==> src/rtl/vm_txn_ctrl.sv <==
// Vending machine transaction controller: credit, per-item stock, vend handshake and greedy change.
// Optional macro TIMEOUT_EN: auto-refund after TIMEOUT idle cycles in CREDIT.
module vm_txn_ctrl #(
  parameter int CREDIT_W   = 7,
  parameter int STOCK_W    = 4,
  parameter int STOCK_INIT = 5,
  parameter int PRICE0     = 2,
  parameter int PRICE1     = 3,
  parameter int PRICE2     = 5,
  parameter int PRICE3     = 7,
  parameter int TIMEOUT    = 1000
) (
  input  logic                clk,
  input  logic                rst,
  input  logic                coin_valid,
  input  logic [1:0]          coin_val,
  input  logic [3:0]          goods,
  input  logic                buy,
  input  logic                cancel,
  input  logic                restock,
  output logic                dispense_valid,
  output logic [1:0]          dispense_item,
  input  logic                dispense_ack,
  output logic                change_valid,
  output logic [1:0]          change_val,
  input  logic                change_ack,
  output logic [CREDIT_W-1:0] credit,
  output logic [3:0]          stock_empty,
  output logic                coin_reject,
  output logic                err_funds,
  output logic                err_nostock,
  output logic                err_sel,
  output logic [1:0]          state
);

  typedef enum logic [1:0] {
    S_IDLE   = 2'd0,
    S_CREDIT = 2'd1,
    S_VEND   = 2'd2,
    S_CHANGE = 2'd3
  } state_t;

  state_t              state_q;
  logic [CREDIT_W-1:0] credit_q;
  logic [STOCK_W-1:0]  stock_q [4];
  logic                dispense_valid_q;
  logic [1:0]          dispense_item_q;
  logic                change_valid_q;
  logic [1:0]          change_val_q;
  logic                coin_reject_q;
  logic                err_funds_q;
  logic                err_nostock_q;
  logic                err_sel_q;

  function automatic logic [CREDIT_W-1:0] coin_units(input logic [1:0] code);
    case (code)
      2'd0:    return CREDIT_W'(1);
      2'd1:    return CREDIT_W'(2);
      2'd2:    return CREDIT_W'(5);
      default: return CREDIT_W'(10);
    endcase
  endfunction

  // Largest coin not exceeding the amount still owed.
  function automatic logic [1:0] greedy_code(input logic [CREDIT_W-1:0] c);
    if (c >= CREDIT_W'(10)) return 2'd3;
    if (c >= CREDIT_W'(5))  return 2'd2;
    if (c >= CREDIT_W'(2))  return 2'd1;
    return 2'd0;
  endfunction

  logic                goods_onehot;
  logic [1:0]          goods_idx;
  logic [CREDIT_W-1:0] price_sel;
  logic                sel_empty;
  logic [CREDIT_W-1:0] coin_amt;
  logic [CREDIT_W:0]   coin_sum;
  logic [CREDIT_W-1:0] credit_left;
  logic                timeout_fire;

  assign goods_onehot = $onehot(goods);

  always_comb begin
    goods_idx = 2'd0;
    for (int i = 0; i < 4; i++) begin
      if (goods[i]) goods_idx = 2'(i);
    end
  end

  always_comb begin
    case (goods_idx)
      2'd0:    price_sel = CREDIT_W'(PRICE0);
      2'd1:    price_sel = CREDIT_W'(PRICE1);
      2'd2:    price_sel = CREDIT_W'(PRICE2);
      default: price_sel = CREDIT_W'(PRICE3);
    endcase
  end

  assign sel_empty   = (stock_q[goods_idx] == '0);
  assign coin_amt    = coin_units(coin_val);
  assign coin_sum    = {1'b0, credit_q} + {1'b0, coin_amt};
  assign credit_left = credit_q - coin_units(change_val_q);

`ifdef TIMEOUT_EN
  localparam int TO_W = $clog2(TIMEOUT + 1);
  logic [TO_W-1:0] idle_cnt_q;

  assign timeout_fire = (state_q == S_CREDIT) && !coin_valid && !buy && !cancel &&
                        (idle_cnt_q == TO_W'(TIMEOUT - 1));

  always_ff @(posedge clk or posedge rst) begin
    if (rst) begin
      idle_cnt_q <= '0;
    end else if (state_q != S_CREDIT || coin_valid || buy || cancel || timeout_fire) begin
      idle_cnt_q <= '0;
    end else begin
      idle_cnt_q <= idle_cnt_q + TO_W'(1);
    end
  end
`else
  logic unused_timeout;
  assign unused_timeout = |TIMEOUT;
  assign timeout_fire   = 1'b0;
`endif

  always_ff @(posedge clk or posedge rst) begin
    if (rst) begin
      state_q          <= S_IDLE;
      credit_q         <= '0;
      dispense_valid_q <= 1'b0;
      dispense_item_q  <= 2'd0;
      change_valid_q   <= 1'b0;
      change_val_q     <= 2'd0;
      coin_reject_q    <= 1'b0;
      err_funds_q      <= 1'b0;
      err_nostock_q    <= 1'b0;
      err_sel_q        <= 1'b0;
      for (int i = 0; i < 4; i++) stock_q[i] <= STOCK_W'(STOCK_INIT);
    end else begin
      coin_reject_q <= 1'b0;
      err_funds_q   <= 1'b0;
      err_nostock_q <= 1'b0;
      err_sel_q     <= 1'b0;
      case (state_q)
        S_IDLE: begin
          if (restock) begin
            for (int i = 0; i < 4; i++) stock_q[i] <= STOCK_W'(STOCK_INIT);
          end
          if (buy) begin
            if (!goods_onehot)             err_sel_q     <= 1'b1;
            else if (sel_empty)            err_nostock_q <= 1'b1;
            else if (credit_q < price_sel) err_funds_q   <= 1'b1;
          end
          if (coin_valid) begin
            credit_q <= coin_amt;
            state_q  <= S_CREDIT;
          end
        end

        S_CREDIT: begin
          if (cancel || timeout_fire) begin
            coin_reject_q <= coin_valid;
            if (credit_q != '0) begin
              state_q        <= S_CHANGE;
              change_valid_q <= 1'b1;
              change_val_q   <= greedy_code(credit_q);
            end else begin
              state_q <= S_IDLE;
            end
          end else if (buy) begin
            coin_reject_q <= coin_valid;
            if (!goods_onehot) begin
              err_sel_q <= 1'b1;
            end else if (sel_empty) begin
              err_nostock_q <= 1'b1;
            end else if (credit_q < price_sel) begin
              err_funds_q <= 1'b1;
            end else begin
              credit_q           <= credit_q - price_sel;
              stock_q[goods_idx] <= stock_q[goods_idx] - STOCK_W'(1);
              dispense_item_q    <= goods_idx;
              dispense_valid_q   <= 1'b1;
              state_q            <= S_VEND;
            end
          end else if (coin_valid) begin
            if (coin_sum[CREDIT_W]) coin_reject_q <= 1'b1;
            else                    credit_q      <= coin_sum[CREDIT_W-1:0];
          end
        end

        S_VEND: begin
          coin_reject_q <= coin_valid;
          if (dispense_ack && dispense_valid_q) begin
            dispense_valid_q <= 1'b0;
            if (credit_q != '0) begin
              state_q        <= S_CHANGE;
              change_valid_q <= 1'b1;
              change_val_q   <= greedy_code(credit_q);
            end else begin
              state_q <= S_IDLE;
            end
          end
        end

        S_CHANGE: begin
          coin_reject_q <= coin_valid;
          if (change_ack && change_valid_q) begin
            credit_q <= credit_left;
            if (credit_left == '0) begin
              change_valid_q <= 1'b0;
              state_q        <= S_IDLE;
            end else begin
              change_val_q <= greedy_code(credit_left);
            end
          end
        end
      endcase
    end
  end

  generate
    for (genvar gi = 0; gi < 4; gi++) begin : g_empty
      assign stock_empty[gi] = (stock_q[gi] == '0);
    end
  endgenerate

  assign dispense_valid = dispense_valid_q;
  assign dispense_item  = dispense_item_q;
  assign change_valid   = change_valid_q;
  assign change_val     = change_val_q;
  assign credit         = credit_q;
  assign coin_reject    = coin_reject_q;
  assign err_funds      = err_funds_q;
  assign err_nostock    = err_nostock_q;
  assign err_sel        = err_sel_q;
  assign state          = state_q;

endmodule

==> config.mk <==
export PLATFORM = sky130hd
export DESIGN_NAME = vm_txn_ctrl
export DESIGN_NICKNAME = d
export VERILOG_FILES = /design/src/rtl/vm_txn_ctrl.sv
export SDC_FILE = /design/constraint.sdc
export NUM_CORES = 1
export LEC_CHECK = 0
export CORE_AREA = 3 3 78 80
export CTS_BUF_LIST = sky130_fd_sc_hd__clkbuf_4 sky130_fd_sc_hd__clkbuf_8
export CTS_CLUSTER_SIZE = 20
export DETAILED_ROUTE_END_ITERATION = 8
export DIE_AREA = 0 0 81 83
export GPL_ROUTABILITY_DRIVEN = 0
export HOLD_SLACK_MARGIN = 0.06
export PLACE_DENSITY = 0.78
export SETUP_SLACK_MARGIN = 0.2
export SYNTH_ARGS = -nofsm -noshare
export SYNTH_HDL_FRONTEND = slang
export SYNTH_SLANG_ARGS = --single-unit
==> constraint.sdc <==
create_clock -name clk -period 2.55 [get_ports clk]
set_clock_uncertainty 0.15 [all_clocks]
set_input_delay 0.51 -clock clk [delete_from_list [all_inputs] [get_ports clk]]
set_output_delay 0.51 -clock clk [all_outputs]
set_load 0.1 [all_outputs]
==> results of run 1 <==
==> kinds of logic (layout without fill, tap and decap cells) <==
logic type	after synthesis	after routing
flip-flops	35	35
buffers and inverters	39	199
adder cells (fa/ha/maj)	18	18
XOR/XNOR	7	7
AO/OA/AOI/OAI	103	103
AND/OR/NAND/NOR	99	99
multiplexers	15	15
==> flip-flops by register name (all words and copies together), names as in the netlist <==
register        cells
coin_reject         1
dispense_valid      1
err_sel             1
err_funds           1
dispense_item       2
err_nostock         1
credit              7
stock_q            16
change_val          2
state               2
change_valid        1
==> cell type report <==
type	count	area, um2	area share (%)
tap	72	90.09	1.834
multi-input combinational	242	2297	46.77
inverter	27	111.4	2.267
clock inverter	3	43.79	0.8915
sequential	35	900.9	18.34
timing repair buffer	164	1400	28.50
clock buffer	5	68.82	1.401
==> per-stage QoR <==
| step | util, % | setup TNS [ns] | hold WS [ns] |
|---|---|---|---|
| floorplan | - | -7.505 | 0.3554 |
| global placement | 74.83 | -25.61 | 0.3144 |
| detailed placement | 74.83 | -27.80 | 0.3401 |
| CTS | 84.87 | -2.047 | 0.3565 |
| global route | 89.76 | -7.738 | 0.3958 |
| finish | 89.76 | -6.468 | 0.3700 |
==> power by group <==
part / internal, W / switching, W
combinational: 0.000261 / 0.000309
clock: 0.000291 / 0.000236
sequential: 0.000561 / 0.00000955
==> layer usage <==
metal | vias to the layer above | wire, um
met5 | - | 0
met4 | 0 | 1257
met3 | 154 | 1937
met2 | 420 | 6076
met1 | 1790 | 5114
li1 | 1501 | -
==> how the worst max path moves through the flow <==
stage	startpoint	end	slack (ns)	cells after the start
3_3_place_gp	goods[1]	credit[6]	-0.97	11
4_1_cts	goods[3]	credit[2]	-0.16	11
2_1_floorplan	goods[3]	credit[1]	-0.49	12
5_1_grt	goods[1]	credit[4]	-0.49	11
3_5_place_dp	goods[1]	credit[4]	-1.06	11
6_report	goods[1]	credit[4]	-0.40	11
==> synthesized netlist by cell type (all sizes together) (7+ instances only) <==
master | count | area share (%)
mux2 | 11 | 4.8
nor2 | 15 | 2.0
dfrtp | 27 | 24
dfstp | 8 | 7.4
nand3 | 9 | 1.6
nand2 | 31 | 4.1
nor4 | 7 | 1.8
nor2b | 7 | 1.5
o21ai | 20 | 3.5
ha | 14 | 6.2
a21oi | 18 | 3.2
inv | 26 | 3.4
clkbuf | 9 | 1.2
==> critical path, delay by kind of cell <==
kind | cells | cell delay [ns]
adder cells (fa/ha/maj) | 3 | 0.90
AO/OA/AOI/OAI | 3 | 0.76
AND/OR/NAND/NOR | 2 | 0.59
buffers and inverters | 3 | 0.17
==> timing repair <==
action                                  4_1_cts  5_1_grt
endpoints found under the setup margin       35       34
hold buffers                                  0        0
pin swaps                                    20       17
gates cloned                                  0        0
setup buffers                                24        8
resized for setup                            85       45
==> results.ini, run 1 <==
[clocking]
cts_tree=done
cts_sinks=35
clk_pin_slew_worst_paths_ns=0.09
cts_max_level=2
clock_latency_ns=0.31
numCtsBuffers=5
cts_buffer_depth=2
root_buffer=clkbuf_8

[global_route]
busiest_layer=met2
antenna_found_initial=0
grt_overflow=0
grt_pass1_wl_um=18420
met3_usage_pct=6.182
grt_max_degree=24
grtUsageMet2_pct=55.12
grt_pass1_vias=3588
grt_use_total_pct=36.40
met1_usage_pct=48.79

[floorplanning]
core-area_um2=5473
dieArea_um2=6723
num_io_pins=37
num_rows=27
dieHeight_um=83
initial_utilization_pct=51.71
die_w_um=81

[synthesis]
synth_top_flop_cell=dfrtp_1
synthMuxAreaShare_pct=6.189
yosysSeqAreaShare_pct=31.30
postSynthAreaPerCell_um2=8.956
synth-compound-area-share_pct=27.32
synth-edff-count=0
yosys_warnings=0
async_flop_share_pct=100.0
yosys.area_share.adder_pct=9.019
synth_nets=348
synth-xor-area-share_pct=2.166
synth.distinct_cells=72
synth-simple-area-share_pct=18.26
synth_top_family_by_area=compound AO/OA/AOI/OAI gates
syn_area_um2=2830
netlist_instances=316
synth_seq_cells=35

[layout]
fillers=221
fin_nets=507
finalNonFillerCells=548
n_antenna_cell=0
final_common_cell=buf_4
final_cell_mix=buf_4 (133), nand2_1 (24), dfrtp_1 (19)
areaGrowthSynthToFinish_pct=73.56
stdcell_area_um2=4912
drive_gt1_share_pct=56.72

[critical_path]
crit_fanout=7
reg2reg_depth=10
cp_cell_sequence=buf_8 -> inv_4 -> fa_1 -> inv_2 -> ha_4 -> ha_4 -> nor3b_4 -> o31a_4 -> a311oi_4 -> or2_4 -> o311ai_1
worst-setup-path-type=in -> reg
arrival_ns=2.95
crit_path_end_kind=register
cp_slowest_cell=fa_1
critPathLaunchType=primary input
r2r-start=change_val[0]
ff2ff_setup_slack_ns=-0.36
worstPathRequired_ns=2.55
crit_top_cell=ha_4
cpPeakStageDelay_ns=0.54
r2r-end=change_valid

[power]
max-vdd-ir-drop_mv=0.2386
power.static_leakage_nw=2.181
p_total_w=0.001667
p_per_area_nw_per_um2=339.4

[sta]
hold_viol=0
fin_crit_sh_pct=115.8
worst_slack_ns=-0.4029
fmax_ghz=0.3387
slew-limit-headroom_pct=47.03
finalCriticalPeriod_ns=2.953
timing.final.max_slew_violations=0
finalSetupViolCount=30
rsz0062_at_grt=yes
worst_pin_slew_ns=0.7946

[place]
dp_hpwl_um=6972
placed_cells=508
place_ws_ns=-1.055
post_dp_cell_area_um2=4095
port_buffers=36

[outcome]
status=finished with violations
violations=DRC, setup timing

[worst_hold_path]
worstHoldStart=dispense_item[0]
worstHoldEndpoint=dispense_item[0]
hold_class=reg -> reg
holdPathStages=2

[route]
via_per_inst=7.053
drt_iter0_markers=681
drtPass1Iterations=9
drtAntennaViolNets=0
wl_per_cell_um=26.25
drt_wl_total_um=14390
drc_errors=4
via_count=3865

[job]
drv_cap=0

(Power assumes the default switching activity.)
==> run 2, diff against run 1 <==
--- a/config.mk
+++ b/config.mk
@@ -12,6 +12,7 @@
 export DIE_AREA = 0 0 81 83
 export GPL_ROUTABILITY_DRIVEN = 0
 export HOLD_SLACK_MARGIN = 0.06
+export MAX_ROUTING_LAYER = met4
 export PLACE_DENSITY = 0.78
 export SETUP_SLACK_MARGIN = 0.2
 export SYNTH_ARGS = -nofsm -noshare
==> results.ini, run 2 (synthesis results as in run 1) <==
[outcome]
status=finished with violations
violations=setup timing

[global_route]
met1_usage_pct=48.45  ; -0.35 points
antenna_found_initial=0  ; unchanged
grt_pass1_vias=3579  ; -0.25%
grt_use_total_pct=37.45  ; +1.0 points
grt_max_degree=24  ; unchanged
met3_usage_pct=6.833  ; +0.65 points
grt_pass1_wl_um=18410  ; about the same
grtUsageMet2_pct=55.56  ; +0.45 points
grt_overflow=0  ; unchanged
busiest_layer=met2

[critical_path]
reg2reg_depth=9  ; -1
worstPathRequired_ns=2.59  ; +0.04 ns
critPathLaunchType=primary input
crit_path_end_kind=register
arrival_ns=2.97  ; +0.02 ns
worst-setup-path-type=in -> reg
crit_fanout=7  ; unchanged

[floorplanning]
num_io_pins=37  ; unchanged
die_w_um=81  ; unchanged
num_rows=27  ; unchanged
core-area_um2=5473  ; unchanged
initial_utilization_pct=51.71  ; unchanged
dieArea_um2=6723  ; unchanged
dieHeight_um=83  ; unchanged

[layout]
final_cell_mix=buf_4 (133), nand2_1 (24), dfrtp_1 (19)
top_register=stock_q
seqCellArea_um2=900.9  ; unchanged
fillers=207  ; -6.3%
n_antenna_cell=0  ; unchanged
fin_nets=507  ; unchanged
finalNonFillerCells=548  ; unchanged
drive_gt1_share_pct=56.51  ; -0.21 points
multi_input_area_um2=2292  ; -0.22%
largest_register_ffs=16  ; unchanged
final_common_cell=buf_4
areaGrowthSynthToFinish_pct=73.39

[power]
max-vdd-ir-drop_mv=0.3332  ; +40%
p_total_w=0.001687  ; +1.2%
p_per_area_nw_per_um2=343.8  ; +1.3%
power.static_leakage_nw=2.177  ; -0.15%

[route]
drt_iter0_markers=780  ; +15%
drtPass1Iterations=6  ; -3
drtAntennaViolNets=0  ; unchanged
via_per_inst=7.062  ; +0.13%
drc_errors=0  ; -4
via_count=3870  ; +0.13%
wl_per_cell_um=25.79  ; -1.8%
drt_wl_total_um=14130  ; -1.8%

[sta]
rsz0062_at_grt=yes
hold_slack_ns=0.3676  ; -0.002353 ns
hold_viol=0  ; unchanged
slew-limit-headroom_pct=39.85  ; -7.2 points
finalCriticalPeriod_ns=2.928  ; -0.02534 ns
fin_crit_sh_pct=114.8  ; -0.99 points
fmax_ghz=0.3416  ; +0.87%
timing.final.max_slew_violations=0  ; unchanged
finalSetupViolCount=32  ; +6.7%
worst_pin_slew_ns=0.9022  ; +0.1076 ns
worst_slack_ns=-0.3776  ; +0.02534 ns

[clocking]
cts_max_level=2  ; unchanged
cts_sinks=35  ; unchanged
cts_hold_buf=0  ; unchanged
clk_pin_slew_worst_paths_ns=0.09  ; about the same
cts_tree=done
cts_buffer_depth=2  ; unchanged
root_buffer=clkbuf_8
clock_latency_ns=0.32  ; about the same
numCtsBuffers=5  ; unchanged

[worst_hold_path]
hold_class=reg -> reg
holdPathStages=2  ; unchanged

[place]
dp_hpwl_um=6972  ; unchanged
place_ws_ns=-1.055  ; unchanged
port_buffers=36  ; unchanged
placed_cells=508  ; unchanged

[job]
drv_cap=0  ; unchanged

## run 2: changes by cell type in the layout (fill, tap and decap cells not counted)
cell      change
inv_2         -1
inv_1         +1
ha_1          -1
ha_2          +1
o311ai_2      -1
o311ai_1      +1
## run 2: final cells by class
class,count,share of cell area (%)
flip-flops and latches,35,18.36
clock buffers,5,1.402
multi-input cells,242,46.71
inverters,27,2.269
repair buffers,164,28.53
well taps,72,1.836
clock inverters,3,0.8924
## run 2: metal layers
layer,up-vias,part of all wire [%]
met5,-,0
met4,0,9.0
met3,164,14
met2,431,43
met1,1773,35
li1,1502,-
## run 2: power breakdown
part	internal, W	switching [W]
combinational	0.000265	0.000315
clock	0.000291	0.000245
sequential	0.000561	0.00000947
## run 2: final timing paths
check	from	end	slack (ns)
worst min-delay path	dispense_item[0]	dispense_item[0]	0.37
worst max register to register	change_val[0]	change_val[1]	-0.33
worst min register to register	dispense_item[0]	dispense_item[0]	0.37
worst max-delay path	goods[1]	credit[2]	-0.38
max in group asynchronous	rst	stock_q[4]	1.23
min in group asynchronous	rst	stock_q[7]	0.45
## run 2: worst max-delay path, stage by stage
cell	delay (ns)
buf_8	0.09
inv_4	0.03
fa_1	0.58
inv_2	0.06
ha_4	0.16
ha_4	0.22
nor3b_4	0.32
o31a_4	0.25
a311oi_4	0.09
or2_4	0.33
mux2_4	0.31
## run 2: what timing repair did
item                                    CTS  global route
pin swaps                                20            16
gates resized for setup                  85            44
setup buffers                            24             8
endpoints found under the setup margin   35            34
## run 2: stage by stage
stage / area (um2) / utilization (%) / setup TNS (ns)
floorplan: 2998 / - / -7.505
global placement: 4095 / 74.83 / -25.61
detailed placement: 4095 / 74.83 / -27.80
CTS: 4644 / 84.87 / -2.047
global route: 4907 / 89.67 / -9.961
finish: 4907 / 89.67 / -8.882
==> run 3, diff against run 2 <==
--- a/config.mk
+++ b/config.mk
@@ -5,6 +5,7 @@
 export SDC_FILE = /design/constraint.sdc
 export NUM_CORES = 1
 export LEC_CHECK = 0
+export CAP_MARGIN = 10
 export CORE_AREA = 3 3 78 80
 export CTS_BUF_LIST = sky130_fd_sc_hd__clkbuf_4 sky130_fd_sc_hd__clkbuf_8
 export CTS_CLUSTER_SIZE = 20
==> results of run 3 <==
No change in the layout: final DEF, timing and power equal those of run 2.
==> patch: new RTL, settings of run 2 <==
Put one more register stage on the output `err_sel`. The value now appears one clock later. The other outputs are not delayed to match.
--- a/src/rtl/vm_txn_ctrl.sv
+++ b/src/rtl/vm_txn_ctrl.sv
@@ -233,5 +233,7 @@
   assign err_funds      = err_funds_q;
   assign err_nostock    = err_nostock_q;
-  assign err_sel        = err_sel_q;
+  always_ff @(posedge clk) begin
+    err_sel <= err_sel_q;
+  end
   assign state          = state_q;
 
Function: changed (Yosys sat finds a counterexample within 4 cycles, from zero or initial values and one cycle with rst high).
==> patch against run 2 <==
  * The flow still finishes with violations (setup timing)
  * Wire length down 26%
  * Fmax shrank 6.8%
  * Worst setup slack worse by 0.22 ns
  * Hold slack got worse by 0.17 ns
  * Die area unchanged
  * Sequential cell count increased by 1
  * Synthesized area about the same
  * Design area decreased by 7.9%
Power is left out: it rests on default switching activity, and per cell area and clock period it moved more than threefold.
==> patch: results (changes against run 2) <==
| Metric | Value |
|---|---|
| Placed cell area | 3840 um^2 (was 4100 um^2) |
| First-pass GRT wire length | 15600 um (was 18400 um) |
| Nets | 481 (was 507) |
| Post-synthesis compound-gate area fraction | 21.2% (was 27.3%) |
| Vias in the first global route | 3265 (was 3579) |
| Mux cell area share after synthesis | 7.35% (was 6.19%) |
| Outcome | finished with violations (unchanged) |
| Cell variety after synth | 62 (was 72) |
| Failing checks | setup timing (unchanged) |
| Via-to-Cell Ratio | 6.21 (was 7.06) |
| Net Count, Synth | 368 (was 348) |
| XOR/XNOR Fraction of Synth Area | 2.79% (was 2.17%) |
| Final setup viols | 31 (was 32) |
| Worst Setup Slack, final | -0.593 ns (was -0.378 ns) |
| Worst-Skew Late Latency | 0.30 ns (was 0.32 ns) |
| Metal3 WL | 697 um (was 1910 um) |
| Sequential-to-total area share from yosys stat | 32.0% (was 31.3%) |
| Ratio of cells with drive above 1 in the final layout | 46.9% (was 56.5%) |
| GR Util met3 | 4.45% (was 6.83%) |
| CP peak stage delay | 0.56 ns (was 0.58 ns) |
| Post-Synth Adder-Cell Area | 9.03% (was 9.02%) |
| Largest cells by area after synthesis | dfrtp_1, dfstp_2, ha_1, a21oi_1, nand2_1 (was dfrtp_1, dfstp_2, ha_1, nand2_1, o21ai_0) |
| Post-cts resize count | 75 (was 85) |
| Filler cells | 311 (was 207) |
| Met1 usage | 33.9% (was 48.4%) |
| Most frequent cells after synthesis | nand2_1, a21oi_1, nor2_1 (was nand2_1, dfrtp_1, inv_1) |
| Post-Route WL | 10400 um (was 14100 um) |
## patch: worst reg2reg max path, cell delays in order (launching register included)
cell and delay, ns:
dfrtp_1 0.42, mux2i_1 0.21, o21ai_1 0.13, mux2i_1 0.27, ha_2 0.29, nand3_1 0.10, o21ai_2 0.18, nand2b_1 0.14
a31o_1 0.21, buf_6 0.13, buf_12 0.11, mux2i_1 0.21, nand2_1 0.10
## patch: final timing paths
path	slack, ns	endpoint	depth (start not counted)	start
setup / recovery	-0.59	credit[4]	15	goods[1]
hold / removal	0.19	err_sel	0	err_sel_q
setup reg to reg	-0.24	credit[4]	12	stock_q[13]
hold reg to reg	0.19	err_sel	0	err_sel_q
max in group asynchronous	1.42	stock_q[2]	3	rst
min in group asynchronous	0.46	change_val[1]	3	rst
## patch: metrics by stage
stage | hold slack (ns) | instances | setup TNS (ns) | utilization (%) | worst slack (ns)
2_1_floorplan | 0.174 | 336 | -12.67 | - | -0.667
3_3_place_gp | 0.177 | 501 | -28.93 | 70.2 | -1.11
3_5_place_dp | 0.177 | 501 | -30.55 | 70.2 | -1.19
4_1_cts | 0.195 | 519 | -11.80 | 77.9 | -0.639
5_1_grt | 0.196 | 522 | -13.88 | 82.6 | -0.632
6_report | 0.194 | 522 | -13.03 | 82.6 | -0.593
## patch: layout make-up
class                           count  area (um^2)  area share, %
Multi-Input combinational cell    264         2250           49.7
Timing Repair Buffer              120         1070           23.6
Sequential cell                    36          911           20.2
Inverter                           22         92.6           2.05
Tap cell                           72         90.1           1.99
Clock buffer                        5         68.8           1.52
Clock inverter                      3         42.5          0.942
## patch: kinds of logic after synthesis
logic type                 count (synthesis)
muxes                                     19
adders and majority gates                 18
AOI/OAI and AO/OA                         92
buffers and inverters                     36
and+or+nand+nor                          126
xor gates and xnor gates                   9
DFF                                       36
